<file path="config.mk">
export PLATFORM = sky130hd
export DESIGN_NAME = vdic_serial_alu_n
export DESIGN_NICKNAME = d
export VERILOG_FILES = /design/src/rtl/vdic_alu_pkg.sv /design/src/rtl/vdic_frame_rx.sv /design/src/rtl/vdic_serial_alu_n.sv
export SDC_FILE = /design/constraint.sdc
export NUM_CORES = 1
export LEC_CHECK = 0
export ABC_AREA = 1
export CORE_UTILIZATION = 59
export DETAILED_ROUTE_END_ITERATION = 8
export DONT_BUFFER_PORTS = 1
export HOLD_SLACK_MARGIN = 0.03
export PLACE_DENSITY = 0.75
export SKIP_CTS_REPAIR_TIMING = 1
export SLEW_MARGIN = 20
export SYNTH_ARGS = -nofsm -noshare
export SYNTH_HDL_FRONTEND = slang
export SYNTH_HIERARCHICAL = 1
export SYNTH_SLANG_ARGS = --single-unit
</file>
<file path="constraint.sdc">
create_clock -name clk -period 4.08 [get_ports clk]
set_input_delay 0.816 -clock clk [delete_from_list [all_inputs] [get_ports clk]]
set_output_delay 0.816 -clock clk [all_outputs]
set_load 0.02 [all_outputs]
</file>
<file path="src/rtl/vdic_alu_pkg.sv">
// Shared definitions for the serial ALU and its bench.
//   operation_t   : 8-bit command opcode
//   FRAME_DATA/CMD: value of the type bit at the head of every frame
//   ST_*          : bit positions inside the status payload
//   is_valid_op   : true for the opcodes the ALU implements
package vdic_alu_pkg;

  typedef enum logic [7:0] {
    OP_NOP = 8'h00,
    OP_AND = 8'h01,
    OP_OR  = 8'h02,
    OP_XOR = 8'h03,
    OP_ADD = 8'h10,
    OP_SUB = 8'h20
  } operation_t;

  localparam logic FRAME_DATA = 1'b0;
  localparam logic FRAME_CMD  = 1'b1;

  localparam int ST_DATA_PAR = 5;
  localparam int ST_CMD_PAR  = 4;
  localparam int ST_BAD_OP   = 3;
  localparam int ST_COUNT    = 2;
  localparam int ST_BORROW   = 1;
  localparam int ST_ZERO     = 0;

  function automatic logic is_valid_op(input logic [7:0] code);
    case (code)
      OP_NOP, OP_AND, OP_OR, OP_XOR, OP_ADD, OP_SUB: return 1'b1;
      default:                                       return 1'b0;
    endcase
  endfunction

endpackage

</file>
<file path="src/rtl/vdic_frame_rx.sv">
// Serial frame deserialiser.
//   clk, rst_n  : clock, asynchronous active-low reset
//   enable_n    : low while the sender drives a packet bit on din
//   din         : serial input, MSB (type bit) first
//   listen      : the parent accepts bits this cycle
//   in_pkt      : a packet is in progress (enable_n high between frames aborts too)
//   frame_type  : type bit of the last completed frame
//   payload     : payload of the last completed frame
//   parity_ok   : last completed frame has an odd number of ones
//   frame_done  : one-cycle pulse after the final bit of a frame was sampled
//   abort       : enable_n rose before the packet was complete
module vdic_frame_rx
  import vdic_alu_pkg::*;
#(
  parameter int DATA_W = 8
) (
  input  logic              clk,
  input  logic              rst_n,
  input  logic              enable_n,
  input  logic              din,
  input  logic              listen,
  input  logic              in_pkt,
  output logic              frame_type,
  output logic [DATA_W-1:0] payload,
  output logic              parity_ok,
  output logic              frame_done,
  output logic              abort
);

  localparam int FRAME_W = DATA_W + 2;
  localparam int CNT_W   = $clog2(FRAME_W + 1);

  logic [FRAME_W-1:0] frame_sr;
  logic [CNT_W-1:0]   bit_cnt;
  logic               sample;

  assign sample = listen && !enable_n;
  assign abort  = listen && enable_n && (in_pkt || (bit_cnt != '0));

  always_ff @(posedge clk or negedge rst_n) begin
    if (!rst_n) begin
      bit_cnt    <= '0;
      frame_done <= 1'b0;
    end else begin
      frame_done <= 1'b0;
      if (abort) begin
        bit_cnt <= '0;
      end else if (sample) begin
        if (bit_cnt == CNT_W'(FRAME_W - 1)) begin
          bit_cnt    <= '0;
          frame_done <= 1'b1;
        end else begin
          bit_cnt <= bit_cnt + 1'b1;
        end
      end
    end
  end

  // Frame bits carry no reset; they are only read when frame_done qualifies them.
  always_ff @(posedge clk) begin
    if (sample && !abort)
      frame_sr <= {frame_sr[FRAME_W-2:0], din};
  end

  assign frame_type = frame_sr[FRAME_W-1];
  assign payload    = frame_sr[FRAME_W-2:1];
  assign parity_ok  = ^frame_sr;

endmodule

</file>
<file path="src/rtl/vdic_serial_alu_n.sv">
// Parametrised serial ALU.
//   clk, rst_n  : clock, asynchronous active-low reset
//   enable_n    : low while a packet (data frames + command frame) is on din
//   din         : serial input, MSB first
//   dout        : serial response, MSB first (status frame, then two result frames)
//   dout_valid  : high for every response bit
// All reductions are accumulated in parallel as operands arrive, so the
// command only selects which accumulator becomes the result.
module vdic_serial_alu_n
  import vdic_alu_pkg::*;
#(
  parameter int DATA_W  = 8,
  parameter int MAX_OPS = 4
) (
  input  logic clk,
  input  logic rst_n,
  input  logic enable_n,
  input  logic din,
  output logic dout,
  output logic dout_valid
);

  localparam int FRAME_W = DATA_W + 2;
  localparam int RES_W   = 2 * DATA_W;
  localparam int TX_W    = 3 * FRAME_W;
  localparam int TXC_W   = $clog2(TX_W + 1);
  localparam int CNT_W   = $clog2(MAX_OPS + 2);
  localparam logic [CNT_W-1:0] OPS_MIN = CNT_W'(2);
  localparam logic [CNT_W-1:0] OPS_MAX = CNT_W'(MAX_OPS);

  typedef enum logic [1:0] {S_IDLE, S_RX, S_CALC, S_TX} state_t;

  state_t state, state_next;

  logic              rx_type, rx_par_ok, rx_done, rx_abort, rx_listen, cmd_done;
  logic [DATA_W-1:0] rx_payload;

  logic [DATA_W-1:0]      acc_and, acc_or, acc_xor;
  logic [RES_W-1:0]       acc_add;
  // One extra sign bit is enough while MAX_OPS <= 2**DATA_W.
  logic signed [RES_W:0]  acc_sub;
  logic signed [RES_W:0]  op_ext;
  logic [CNT_W-1:0]       op_cnt;
  logic                   data_par_err, cmd_par_err;
  logic [DATA_W-1:0]      cmd_payload;

  logic [TX_W-1:0]        tx_sr;
  logic [TXC_W-1:0]       tx_left;

  logic [7:0]             opcode;
  logic                   op_bad, count_bad, has_err, borrow, quiet_nop;
  logic [RES_W-1:0]       result;
  logic [DATA_W-1:0]      status;
  logic [TX_W-1:0]        tx_load;

  function automatic logic [FRAME_W-1:0] make_frame(input logic t, input logic [DATA_W-1:0] p);
    return {t, p, ~(^{t, p})};
  endfunction

  assign cmd_done  = rx_done && (rx_type == FRAME_CMD);
  // The command frame closes the packet: stop listening on the cycle it is consumed.
  assign rx_listen = ((state == S_IDLE) || (state == S_RX)) && !cmd_done;

  vdic_frame_rx #(.DATA_W(DATA_W)) u_rx (
    .clk        (clk),
    .rst_n      (rst_n),
    .enable_n   (enable_n),
    .din        (din),
    .listen     (rx_listen),
    .in_pkt     (state == S_RX),
    .frame_type (rx_type),
    .payload    (rx_payload),
    .parity_ok  (rx_par_ok),
    .frame_done (rx_done),
    .abort      (rx_abort)
  );

  assign op_ext = $signed({{(RES_W + 1 - DATA_W){1'b0}}, rx_payload});

  always_comb begin
    state_next = state;
    case (state)
      S_IDLE: if (!enable_n) state_next = S_RX;
      S_RX: begin
        if (rx_abort)      state_next = S_IDLE;
        else if (cmd_done) state_next = S_CALC;
      end
      S_CALC: state_next = quiet_nop ? S_IDLE : S_TX;
      S_TX:   if (tx_left == '0) state_next = S_IDLE;
      default: state_next = S_IDLE;
    endcase
  end

  always_ff @(posedge clk or negedge rst_n) begin
    if (!rst_n) state <= S_IDLE;
    else        state <= state_next;
  end

  always_comb begin
    opcode    = cmd_payload[7:0];
    op_bad    = !is_valid_op(opcode) || ((cmd_payload >> 8) != '0);
    count_bad = (op_cnt < OPS_MIN) || (op_cnt > OPS_MAX);
    has_err   = data_par_err || cmd_par_err || op_bad || count_bad;
    result    = '0;
    borrow    = 1'b0;
    case (opcode)
      OP_AND: result = RES_W'(acc_and);
      OP_OR:  result = RES_W'(acc_or);
      OP_XOR: result = RES_W'(acc_xor);
      OP_ADD: result = acc_add;
      OP_SUB: begin
        result = acc_sub[RES_W-1:0];
        borrow = acc_sub[RES_W];
      end
      default: result = '0;
    endcase
    status              = '0;
    status[ST_DATA_PAR] = data_par_err;
    status[ST_CMD_PAR]  = cmd_par_err;
    status[ST_BAD_OP]   = op_bad;
    status[ST_COUNT]    = count_bad;
    if (!has_err) begin
      status[ST_BORROW] = borrow;
      status[ST_ZERO]   = (result == '0);
    end
    quiet_nop = !has_err && (opcode == OP_NOP);
    if (has_err)
      tx_load = {make_frame(FRAME_CMD, status), {(2 * FRAME_W){1'b0}}};
    else
      tx_load = {make_frame(FRAME_CMD, status),
                 make_frame(FRAME_DATA, result[RES_W-1:DATA_W]),
                 make_frame(FRAME_DATA, result[DATA_W-1:0])};
  end

  always_ff @(posedge clk or negedge rst_n) begin
    if (!rst_n) begin
      acc_and      <= '0;
      acc_or       <= '0;
      acc_xor      <= '0;
      acc_add      <= '0;
      acc_sub      <= '0;
      op_cnt       <= '0;
      data_par_err <= 1'b0;
      cmd_par_err  <= 1'b0;
      cmd_payload  <= '0;
      tx_sr        <= '0;
      tx_left      <= '0;
      dout_valid   <= 1'b0;
    end else begin
      case (state)
        S_IDLE: begin
          if (!enable_n) begin
            op_cnt       <= '0;
            data_par_err <= 1'b0;
            cmd_par_err  <= 1'b0;
          end
        end
        S_RX: begin
          if (rx_done && !rx_abort) begin
            if (rx_type == FRAME_CMD) begin
              cmd_payload <= rx_payload;
              cmd_par_err <= !rx_par_ok;
            end else begin
              if (!rx_par_ok) data_par_err <= 1'b1;
              // Saturate one above the limit: enough to flag an overflow.
              if (op_cnt <= OPS_MAX) op_cnt <= op_cnt + 1'b1;
              if (op_cnt == '0) begin
                acc_and <= rx_payload;
                acc_or  <= rx_payload;
                acc_xor <= rx_payload;
                acc_add <= RES_W'(rx_payload);
                acc_sub <= op_ext;
              end else if (op_cnt < OPS_MAX) begin
                acc_and <= acc_and & rx_payload;
                acc_or  <= acc_or | rx_payload;
                acc_xor <= acc_xor ^ rx_payload;
                acc_add <= acc_add + RES_W'(rx_payload);
                acc_sub <= acc_sub - op_ext;
              end
            end
          end
        end
        S_CALC: begin
          if (!quiet_nop) begin
            tx_sr      <= tx_load;
            tx_left    <= has_err ? TXC_W'(FRAME_W - 1) : TXC_W'(TX_W - 1);
            dout_valid <= 1'b1;
          end
        end
        S_TX: begin
          if (tx_left == '0) begin
            tx_sr      <= '0;
            dout_valid <= 1'b0;
          end else begin
            tx_sr   <= {tx_sr[TX_W-2:0], 1'b0};
            tx_left <= tx_left - 1'b1;
          end
        end
        default: ;
      endcase
    end
  end

  assign dout = tx_sr[TX_W-1];

endmodule

</file>
# Yosys cells after proc, flatten, opt, wreduce, memory -nomap -nowiden
# Index checks and enable logic that the tools add are counted.
# totals
in_bits	4
regBits	123
# op_classes
eq_ne	19
n_reduce_logical	44
order_cmp	4
bitwise_logic	7
muxes	50
addsub	5
# ops
op	n
$pmux 16 s5	1
$mux 30	2
$pmux 30 s2	1
$mux 8	6
$mux 17	2
$mux 16	2
$reduce_xor 9->1	3
$mux 19	1
$ne 2x2->1 const B	9
$sub 17x9->17	1
$add 16x8->16	1
$eq 8x2->1 const B	2
$logic_not 16->1	1
$mux 5	3
$mux 1	13
$mux 2	6
$mux 3	4
$mux 4	3
$reduce_and 3->1	4
$pmux 5 s2	1
$reduce_and 5->1	2
$reduce_xor 10->1	1
$and 8x8->8	1
$eq 8x1->1 const B	1
other kinds (31)	58

# Longest topological paths before layout
# Gate-level depths: netlist (run 1).
# depth
depth_word	11
ltp_mapped	18

# Cells and area by module
# Netlist (run 1), hierarchy kept.
# modules_own_cells
module	cells_each	n_inst	area_each_um2
vdic_serial_alu_n	820	1	6582.6
vdic_frame_rx	91	1	832.0

# Worst setup path after synthesis (run 1)
# OpenSTA, ideal clock, no wires.
# synth_timing
path_type	flip-flop to flip-flop
start	register u_rx.frame_sr[1]
end	register acc_add[12]
arrival_ns	2.261
period_less_slack_ns	2.338
setup_slack_ns	1.742
setup_time_ns	0.077
path_buffers	1
path_stages_with_launch	16
cell_sequence	edfxtp_1 -> buf_4 -> ha_1 -> inv_1 -> fa_1 -> inv_1 -> a21oi_1 -> o21ai_0 -> inv_1 -> nor2_1 -> nor2_1 -> o21ai_0 -> nand2_1 -> nor2_2 -> o21ai_1 -> a21oi_1
# synth_via
elab_chain_len	3
# synth_rtl
element	line_no	source
from (decl)	vdic_frame_rx.sv:33	logic [FRAME_W-1:0] frame_sr;
from (signal assigned)	vdic_frame_rx.sv:62	frame_sr <= {frame_sr[FRAME_W-2:0], din};
$add 16x8->16	vdic_serial_alu_n.sv:177	acc_add <= acc_add + RES_W'(rx_payload);
$mux 16	vdic_serial_alu_n.sv:173	end else if (op_cnt < OPS_MAX) begin
$mux 16	vdic_serial_alu_n.sv:167	if (op_cnt == '0) begin
to (signal assigned)	vdic_serial_alu_n.sv:171	acc_add <= RES_W'(rx_payload);
to (signal assigned)	vdic_serial_alu_n.sv:177	
to (decl)	vdic_serial_alu_n.sv:39	logic [RES_W-1:0] acc_add;
# No other way between the ends. The select of a mux whose other input is x is not followed.
# A chain may end at the register's enable or synchronous reset.

# Worst setup path after layout (run 1)
# Ends and elaborated chain as after synthesis.

==> results of run 1 <==
-- flip-flops by register name, summed over array words and instances, names as in the netlist, 2 cells and up --
name and cells:
u_rx/bit_cnt 4, acc_or 8, cmd_payload 8, acc_sub 17, acc_add 16, acc_and 8, state 2, tx_sr 30
tx_left 5, acc_xor 8, op_cnt 3, u_rx/frame_sr 10
-- routing by layer --
metal,part of all wire,vias up,routed length [µm]
li1,-,2976,-
met1,0.47,2901,7917
met2,0.45,191,7648
met3,0.059,27,991
met4,0.017,0,281
met5,0,-,0
-- synth_stat cells, drive strengths merged, types with 2 or more instances --
master,count
edfxtp,10
nand2,164
a21oi,33
clkbuf,9
fa,2
o211ai,3
a22oi,19
nor4,3
nor3,13
o21ai,93
nand3,35
xnor2,17
a31oi,3
nor2,92
nand4,10
inv,171
ha,31
a21o,2
nand3b,2
dfrtp,113
xor2,8
o22ai,51
buf,21
-- per-stage QoR --
step           instance area, µm²  hold WS (ns)    util  setup slack, ns  power, µW
2_1_floorplan                7415        0.4625       -            1.742       3045
3_3_place_gp                 7443        0.4784  0.6146            1.348       3273
3_5_place_dp                 7443        0.5037  0.6146            1.232       3347
4_1_cts                      8063       0.07526  0.6657            1.167       4927
5_1_grt                      8063       0.08313  0.6657           0.8731       5217
6_report                     8063       0.09550  0.6657            1.160       4925
-- worst max-delay path, cell delays in order, from the launching register on --
cell and delay, ns:
edfxtp_1 0.56, ha_1 0.24, inv_1 0.06, fa_1 0.40, inv_1 0.08, a21oi_1 0.06, o21ai_0 0.30, inv_1 0.07
nor2_1 0.09, nor2_1 0.06, o21ai_0 0.39, nand2_1 0.18, nor2_2 0.14, o21ai_1 0.07, a21oi_1 0.14
-- report_power, final --
group          switching [µW]  internal [µW]  total (µW)  leakage (µW)
clock                     568            995        1560      0.000297
combinational            1170            580        1750       0.00224
sequential                172           1440        1610       0.00138
-- cell families (layout without fill, tap and decap cells) --
logic type / count (synthesis) / in the layout / share of synthesized area
compound gates: 208 / 208 / 0.1747
flops: 123 / 123 / 0.4219
fa+ha+maj: 33 / 33 / 0.05771
simple gates: 321 / 321 / 0.2028
buf+inv: 201 / 205 / 0.1134
xor+xnor: 25 / 25 / 0.02953
-- cell type report --
| type | instances | area (µm²) | area share |
|---|---|---|---|
| multi-input cells | 587 | 3446 | 0.4274 |
| flip-flops and latches | 123 | 3128 | 0.3880 |
| inverters | 171 | 644.4 | 0.07992 |
| clock buffers | 18 | 450.4 | 0.05587 |
| well taps | 168 | 210.2 | 0.02607 |
| clock inverters | 14 | 168.9 | 0.02095 |
| repair buffers | 2 | 15.01 | 0.001862 |
-- how the worst min path moves through the flow --
stage,slack [ns],startpoint,cells after the start,endpoint
after CTS,0.08,rst_n,0,tx_left[3]
after global placement,0.48,acc_add[8],2,acc_add[8]
final,0.1,rst_n,0,tx_sr[9]
after floorplan,0.46,acc_add[8],2,acc_add[8]
after global routing,0.08,rst_n,0,tx_sr[10]
after detailed placement,0.50,u_rx/frame_sr[0],0,u_rx/frame_sr[1]
==> metrics.txt, run 1 <==
# TYPE chip_impl_metric gauge
chip_impl_info{name="status",value="complete, no violations"} 1
chip_impl_metric{name="dieArea",unit="mm²"} 0.01302
chip_impl_metric{name="mean_cell_area_of_the_mapped_netlist",unit="µm²"} 8.139
chip_impl_metric{name="syn_area",unit="mm²"} 0.007415
chip_impl_metric{name="count_of_flip_flops_with_a_built_in_enable_after_synthesis",unit=""} 10
chip_impl_info{name="worst_setup_path_startpoint",value="u_rx/frame_sr[1]"} 1
chip_impl_metric{name="num_vias",unit=""} 6095
chip_impl_metric{name="place.detailed.hpwl",unit="mm"} 11.80
chip_impl_info{name="layout.cells.most_common_list",value="inv_1 (165), nand2_1 (147), dfrtp_1 (113), nor2_1 (81), o21ai_0 (62)"} 1
chip_impl_metric{name="die_width",unit="µm"} 114.1
chip_impl_metric{name="final.setup_skew",unit="ns"} 0.005765
chip_impl_info{name="cts_tree",value="yes"} 1
chip_impl_metric{name="synth_warnings",unit=""} 6
chip_impl_info{name="critical_path.endpoint",value="acc_add[12]"} 1
chip_impl_metric{name="final_setup_violation_count",unit=""} 0
chip_impl_metric{name="grtUsageMet1",unit=""} 0.3958
chip_impl_metric{name="max_clock_freq",unit="GHz"} 0.3424
chip_impl_metric{name="synth_cell_type_count",unit=""} 45
chip_impl_info{name="timing.setup.critical_path_class",value="reg2reg"} 1
chip_impl_info{name="timing.critical_path.to_type",value="flip-flop"} 1
chip_impl_info{name="gr-max-usage-layer",value="met2"} 1
chip_impl_metric{name="clock_insertion_delay_worst_skew",unit="ns"} 0.42
chip_impl_metric{name="met2_usage",unit=""} 0.4311
chip_impl_metric{name="design.core.area",unit="mm²"} 0.01211
chip_impl_metric{name="detail_route.wirelength",unit="mm"} 16.84
chip_impl_metric{name="antenna_found_initial",unit=""} 0
chip_impl_metric{name="stdcell_count",unit=""} 1083
chip_impl_info{name="synth_flop_cell",value="dfrtp_1"} 1
chip_impl_info{name="worst_hold_path_type",value="in2async"} 1
chip_impl_metric{name="firstDrtPassIters",unit=""} 6
chip_impl_metric{name="floorplan.initialDensity",unit=""} 0.6122
chip_impl_metric{name="routed_wire_length_per_instance",unit="µm"} 15.55
chip_impl_metric{name="grt_pass1_vias",unit=""} 5720
chip_impl_info{name="final_common_cell",value="inv_1"} 1
chip_impl_metric{name="yosysSeqAreaShare",unit=""} 0.4219
chip_impl_metric{name="path_max_fanout",unit=""} 9
chip_impl_metric{name="critical_path_arrival",unit="ns"} 3.26
chip_impl_metric{name="synth.net_count",unit=""} 948
chip_impl_metric{name="place_congestion",unit=""} 0.9308
chip_impl_metric{name="hold_violations",unit=""} 0
chip_impl_metric{name="drive_gt1_frac",unit=""} 0.1126
chip_impl_metric{name="cts_buffers",unit=""} 17
chip_impl_metric{name="drv.max_cap_violation_count",unit=""} 0
chip_impl_metric{name="globalRouteTotalUtil",unit=""} 0.2772
chip_impl_metric{name="synthesized_flop_and_latch_total",unit=""} 123
chip_impl_metric{name="ctsHtreeMaxLevel",unit=""} 4
chip_impl_metric{name="grtUsageMet3",unit=""} 0.04394
chip_impl_info{name="reg2reg_to",value="acc_add[12]"} 1
chip_impl_metric{name="worst_ep_required_time",unit="ns"} 4.42
chip_impl_metric{name="syn2layout_area_growth",unit="%"} 8.741
chip_impl_metric{name="viasPerCell",unit=""} 5.628
chip_impl_metric{name="ant_nets",unit=""} 0
chip_impl_metric{name="grt_first_pass_wirelength",unit="mm"} 27.97
chip_impl_metric{name="fp-row-count",unit=""} 40
chip_impl_metric{name="worst_slew_pin_slew",unit="ns"} 0.7352
chip_impl_metric{name="grt_remaining_overflow",unit=""} 0
chip_impl_metric{name="period_share",unit=""} 0.7157
chip_impl_metric{name="postSynth.asyncResetShare",unit=""} 0.9187
chip_impl_metric{name="ioPinCount",unit=""} 6
chip_impl_metric{name="path_depth_of_the_worst_reg2reg_path",unit=""} 14
chip_impl_metric{name="normalized_max_slew_margin",unit=""} 0.5099
chip_impl_metric{name="clkTransAtPathRegs",unit="ns"} 0.06
chip_impl_info{name="rr_startpoint",value="u_rx/frame_sr[1]"} 1
chip_impl_metric{name="cts.sink_count",unit=""} 123
chip_impl_metric{name="post-route-min-period",unit="ns"} 2.920
chip_impl_metric{name="drt-initial-drc-count",unit=""} 504
chip_impl_metric{name="dp.cells",unit=""} 1051
chip_impl_metric{name="peakVddDrop",unit="mV"} 0.3951
chip_impl_info{name="unrepaired_setup_endpoints_after_global_routing",value="no"} 1
chip_impl_metric{name="cts_buffer_depth",unit=""} 2
chip_impl_metric{name="syn-instance-count",unit=""} 911
chip_impl_metric{name="fill_cells",unit=""} 979
chip_impl_metric{name="nNetsFinal",unit=""} 939
chip_impl_metric{name="grt_start_max_net_pins",unit=""} 114
chip_impl_metric{name="yosysTopAreaCellShare",unit=""} 0.3814
chip_impl_metric{name="fin_tns_setup",unit="ns"} 0
chip_impl_metric{name="port-buffer-count",unit=""} 0
chip_impl_metric{name="post-route-drc-count",unit=""} 0
chip_impl_metric{name="die_height",unit="µm"} 114.1
chip_impl_info{name="clockRootBuffer",value="clkbuf_16"} 1
chip_impl_info{name="synth.largest_area_cell",value="dfrtp_1"} 1
chip_impl_metric{name="static_leakage",unit="µW"} 0.003919
chip_impl_info{name="worstSetupStartpointType",value="flip-flop"} 1
chip_impl_metric{name="worst-r2r-setup-slack",unit="ns"} 1.16
chip_impl_metric{name="timing_max_transition_violations_final",unit=""} 0
chip_impl_info{name="ys_top_cells_by_area",value="dfrtp_1 (38%), inv_1 (8.4%), nand2_1 (7.4%)"} 1
chip_impl_metric{name="antenna_cells_inserted",unit=""} 0
chip_impl_metric{name="power_density",unit="mW/mm²"} 610.9
(Power assumes the default switching activity.)
==> inputs of run 2 (changes only) <==
clock period = 2.8 ns   (was 4.08 ns; I/O delays follow)
==> run 2 against run 1 <==
  * The flow now finishes with violations (hold timing)
  * Core utilization is 0.34 points higher
  * Combinational power is 52% higher
  * Global-route usage is 0.99 points higher
  * Sequential share of layout area is 0.20 points lower
  * Largest cell class unchanged
==> metrics.txt, run 2 (synthesis results as in run 1) <==
# TYPE chip_impl_metric gauge
chip_impl_info{name="worst_setup_path_startpoint",value="cmd_payload[5]"} 1
chip_impl_metric{name="die_width",unit="µm"} 114.1
chip_impl_info{name="critical_path.endpoint",value="tx_sr[20]"} 1
chip_impl_metric{name="power_density",unit="mW/mm²"} 863.1
chip_impl_metric{name="final_setup_violation_count",unit=""} 0
chip_impl_metric{name="viasPerCell",unit=""} 5.606
chip_impl_metric{name="drv.max_cap_violation_count",unit=""} 0
chip_impl_metric{name="worst-r2r-setup-slack",unit="ns"} 0.24
chip_impl_metric{name="dp.cells",unit=""} 1062
chip_impl_metric{name="fill_cells",unit=""} 1006
chip_impl_metric{name="stdcell_count",unit=""} 1094
chip_impl_metric{name="path_depth_of_the_worst_reg2reg_path",unit=""} 17
chip_impl_info{name="layout.cells.most_common_list",value="inv_1 (165), nand2_1 (143), dfrtp_1 (113), nor2_1 (81), o21ai_0 (62)"} 1
chip_impl_info{name="cts_tree",value="yes"} 1
chip_impl_metric{name="cts_buffer_depth",unit=""} 2
chip_impl_info{name="rr_startpoint",value="cmd_payload[5]"} 1
chip_impl_metric{name="drive_gt1_frac",unit=""} 0.1274
chip_impl_metric{name="antenna_cells_inserted",unit=""} 0
chip_impl_metric{name="antenna_found_initial",unit=""} 0
chip_impl_metric{name="final-seq-area",unit="mm²"} 0.003128
chip_impl_metric{name="static_leakage",unit="µW"} 0.003945
chip_impl_metric{name="syn2layout_area_growth",unit="%"} 9.298
chip_impl_metric{name="globalRouteTotalUtil",unit=""} 0.2871
chip_impl_metric{name="final.setup_skew",unit="ns"} 0.01195
chip_impl_metric{name="worst_ep_required_time",unit="ns"} 3.14
chip_impl_metric{name="post-route-drc-count",unit=""} 0
chip_impl_info{name="worstSetupStartpointType",value="flip-flop"} 1
chip_impl_metric{name="num_vias",unit=""} 6133
chip_impl_metric{name="clock_power_share",unit=""} 0.287
chip_impl_metric{name="grt_pass1_vias",unit=""} 6041
chip_impl_info{name="reg2reg_to",value="tx_sr[20]"} 1
chip_impl_metric{name="comb_power_share",unit=""} 0.380
chip_impl_info{name="final_common_cell",value="inv_1"} 1
chip_impl_info{name="clockRootBuffer",value="clkbuf_16"} 1
chip_impl_metric{name="dieArea",unit="mm²"} 0.01302
chip_impl_metric{name="post-route-min-period",unit="ns"} 2.565
chip_impl_metric{name="fp-row-count",unit=""} 40
chip_impl_metric{name="max_clock_freq",unit="GHz"} 0.3899
chip_impl_metric{name="hold_ws",unit="ns"} -0.1575
chip_impl_metric{name="hold_violations",unit=""} 113
chip_impl_metric{name="firstDrtPassIters",unit=""} 5
chip_impl_metric{name="routed_wire_length_per_instance",unit="µm"} 15.85
chip_impl_metric{name="grt_start_max_net_pins",unit=""} 114
chip_impl_metric{name="design.core.area",unit="mm²"} 0.01211
chip_impl_metric{name="timing_max_transition_violations_final",unit=""} 0
chip_impl_info{name="failed_checks",value="hold timing"} 1
chip_impl_metric{name="place.detailed.hpwl",unit="mm"} 12.28
chip_impl_metric{name="drt-initial-drc-count",unit=""} 653
chip_impl_metric{name="clock_insertion_delay_worst_skew",unit="ns"} 0.42
chip_impl_info{name="worst_hold_path_type",value="in2async"} 1
chip_impl_info{name="unrepaired_setup_endpoints_after_global_routing",value="no"} 1
chip_impl_metric{name="cts_buffers",unit=""} 17
chip_impl_info{name="top_register",value="tx_sr"} 1
chip_impl_metric{name="detail_route.wirelength",unit="mm"} 17.34
chip_impl_metric{name="ioPinCount",unit=""} 6
chip_impl_metric{name="fin_tns_setup",unit="ns"} 0
chip_impl_metric{name="largest_reg_flops",unit=""} 30
chip_impl_metric{name="ant_nets",unit=""} 0
chip_impl_metric{name="seq_power_share",unit=""} 0.333
chip_impl_metric{name="die_height",unit="µm"} 114.1
chip_impl_metric{name="critical_path_arrival",unit="ns"} 2.91
chip_impl_metric{name="normalized_max_slew_margin",unit=""} 0.5577
chip_impl_info{name="timing.critical_path.to_type",value="flip-flop"} 1
chip_impl_metric{name="peakVddDrop",unit="mV"} 0.7393
chip_impl_metric{name="ctsHtreeMaxLevel",unit=""} 4
chip_impl_info{name="status",value="finished, violations left"} 1
chip_impl_metric{name="port-buffer-count",unit=""} 0
chip_impl_metric{name="cts.sink_count",unit=""} 123
chip_impl_metric{name="clkTransAtPathRegs",unit="ns"} 0.06
chip_impl_metric{name="place_congestion",unit=""} 0.8728
chip_impl_metric{name="grt_first_pass_wirelength",unit="mm"} 28.96
chip_impl_info{name="reg_top3",value="tx_sr (30), acc_sub (17), acc_add (16)"} 1
chip_impl_metric{name="multi_input_comb_area",unit="mm²"} 0.003476
chip_impl_metric{name="cell_internal_pwr",unit="µW"} 4210
chip_impl_metric{name="path_max_fanout",unit=""} 9
chip_impl_metric{name="worst_slew_pin_slew",unit="ns"} 0.6591
chip_impl_metric{name="floorplan.initialDensity",unit=""} 0.6122
chip_impl_info{name="timing.setup.critical_path_class",value="reg2reg"} 1
chip_impl_metric{name="netSwitchingPower",unit="µW"} 2785
chip_impl_metric{name="p_sw_frac",unit=""} 0.3981
chip_impl_metric{name="nNetsFinal",unit=""} 950
chip_impl_metric{name="period_share",unit=""} 0.9160
chip_impl_metric{name="grt_remaining_overflow",unit=""} 0
-- run 2: power groups by stage --
stage               Combinational (µW)  Clock (µW)  Sequential [µW]
floorplan                         2170           0             2270
global placement                  2490           0             2340
detailed placement                2600           0             2360
CTS                               2620        2030             2330
global route                      2970        2100             2360
finish                            2660        2010             2330
-- run 2: through the flow --
stage,hold WS (ns),worst slack [ns],util,total power (µW),instance area [µm²]
global placement,0.2692,0.2926,0.6224,4832,7538
CTS,-0.1730,0.1292,0.6666,6981,8074
detailed placement,0.2684,0.1489,0.6224,4951,7538
global route,-0.1732,0.04006,0.6691,7432,8104
finish,-0.1575,0.2351,0.6691,6994,8104
floorplan,0.2644,0.4618,-,4437,7415
-- run 2: per-layer routing --
layer	vias to the layer above	GRT usage	routed length (µm)
li1	2994	-	-
met1	2920	0.3815	7714
met2	198	0.4634	8357
met3	21	0.06406	984
met4	0	0.1030	284
met5	-	0	0
-- run 2: worst min path at each step --
stage	to	slack, ns	cells after the start
final	tx_sr[13]	-0.16	0
after global routing	tx_sr[13]	-0.17	0
after CTS	acc_sub[15]	-0.17	0
after detailed placement	tx_sr[11]	0.27	0
after global placement	acc_sub[15]	0.27	0
after floorplan	acc_add[0]	0.26	0
-- run 2: layout make-up --
type | count | share of cell area
multi-input combinational | 587 | 0.4289
timing repair buffer | 13 | 0.01359
clock buffer | 19 | 0.05342
tap | 168 | 0.02594
inverter | 171 | 0.07951
sequential | 123 | 0.3860
clock inverter | 13 | 0.01266
-- run 2: worst max-delay path: stages, from the launching register on --
cell and delay (ns):
dfrtp_1 0.42, nor2_1 0.08, nand2_2 0.11, inv_2 0.07, nand2_1 0.27, nor2_1 0.09, nor3_1 0.39, ha_1 0.22
nand2_1 0.05, nor2_1 0.11, nand2_1 0.08, inv_1 0.10, nand4_1 0.11, nor2_1 0.12, nor2_1 0.06, nand2_1 0.05
nand3_1 0.06, a21oi_1 0.12
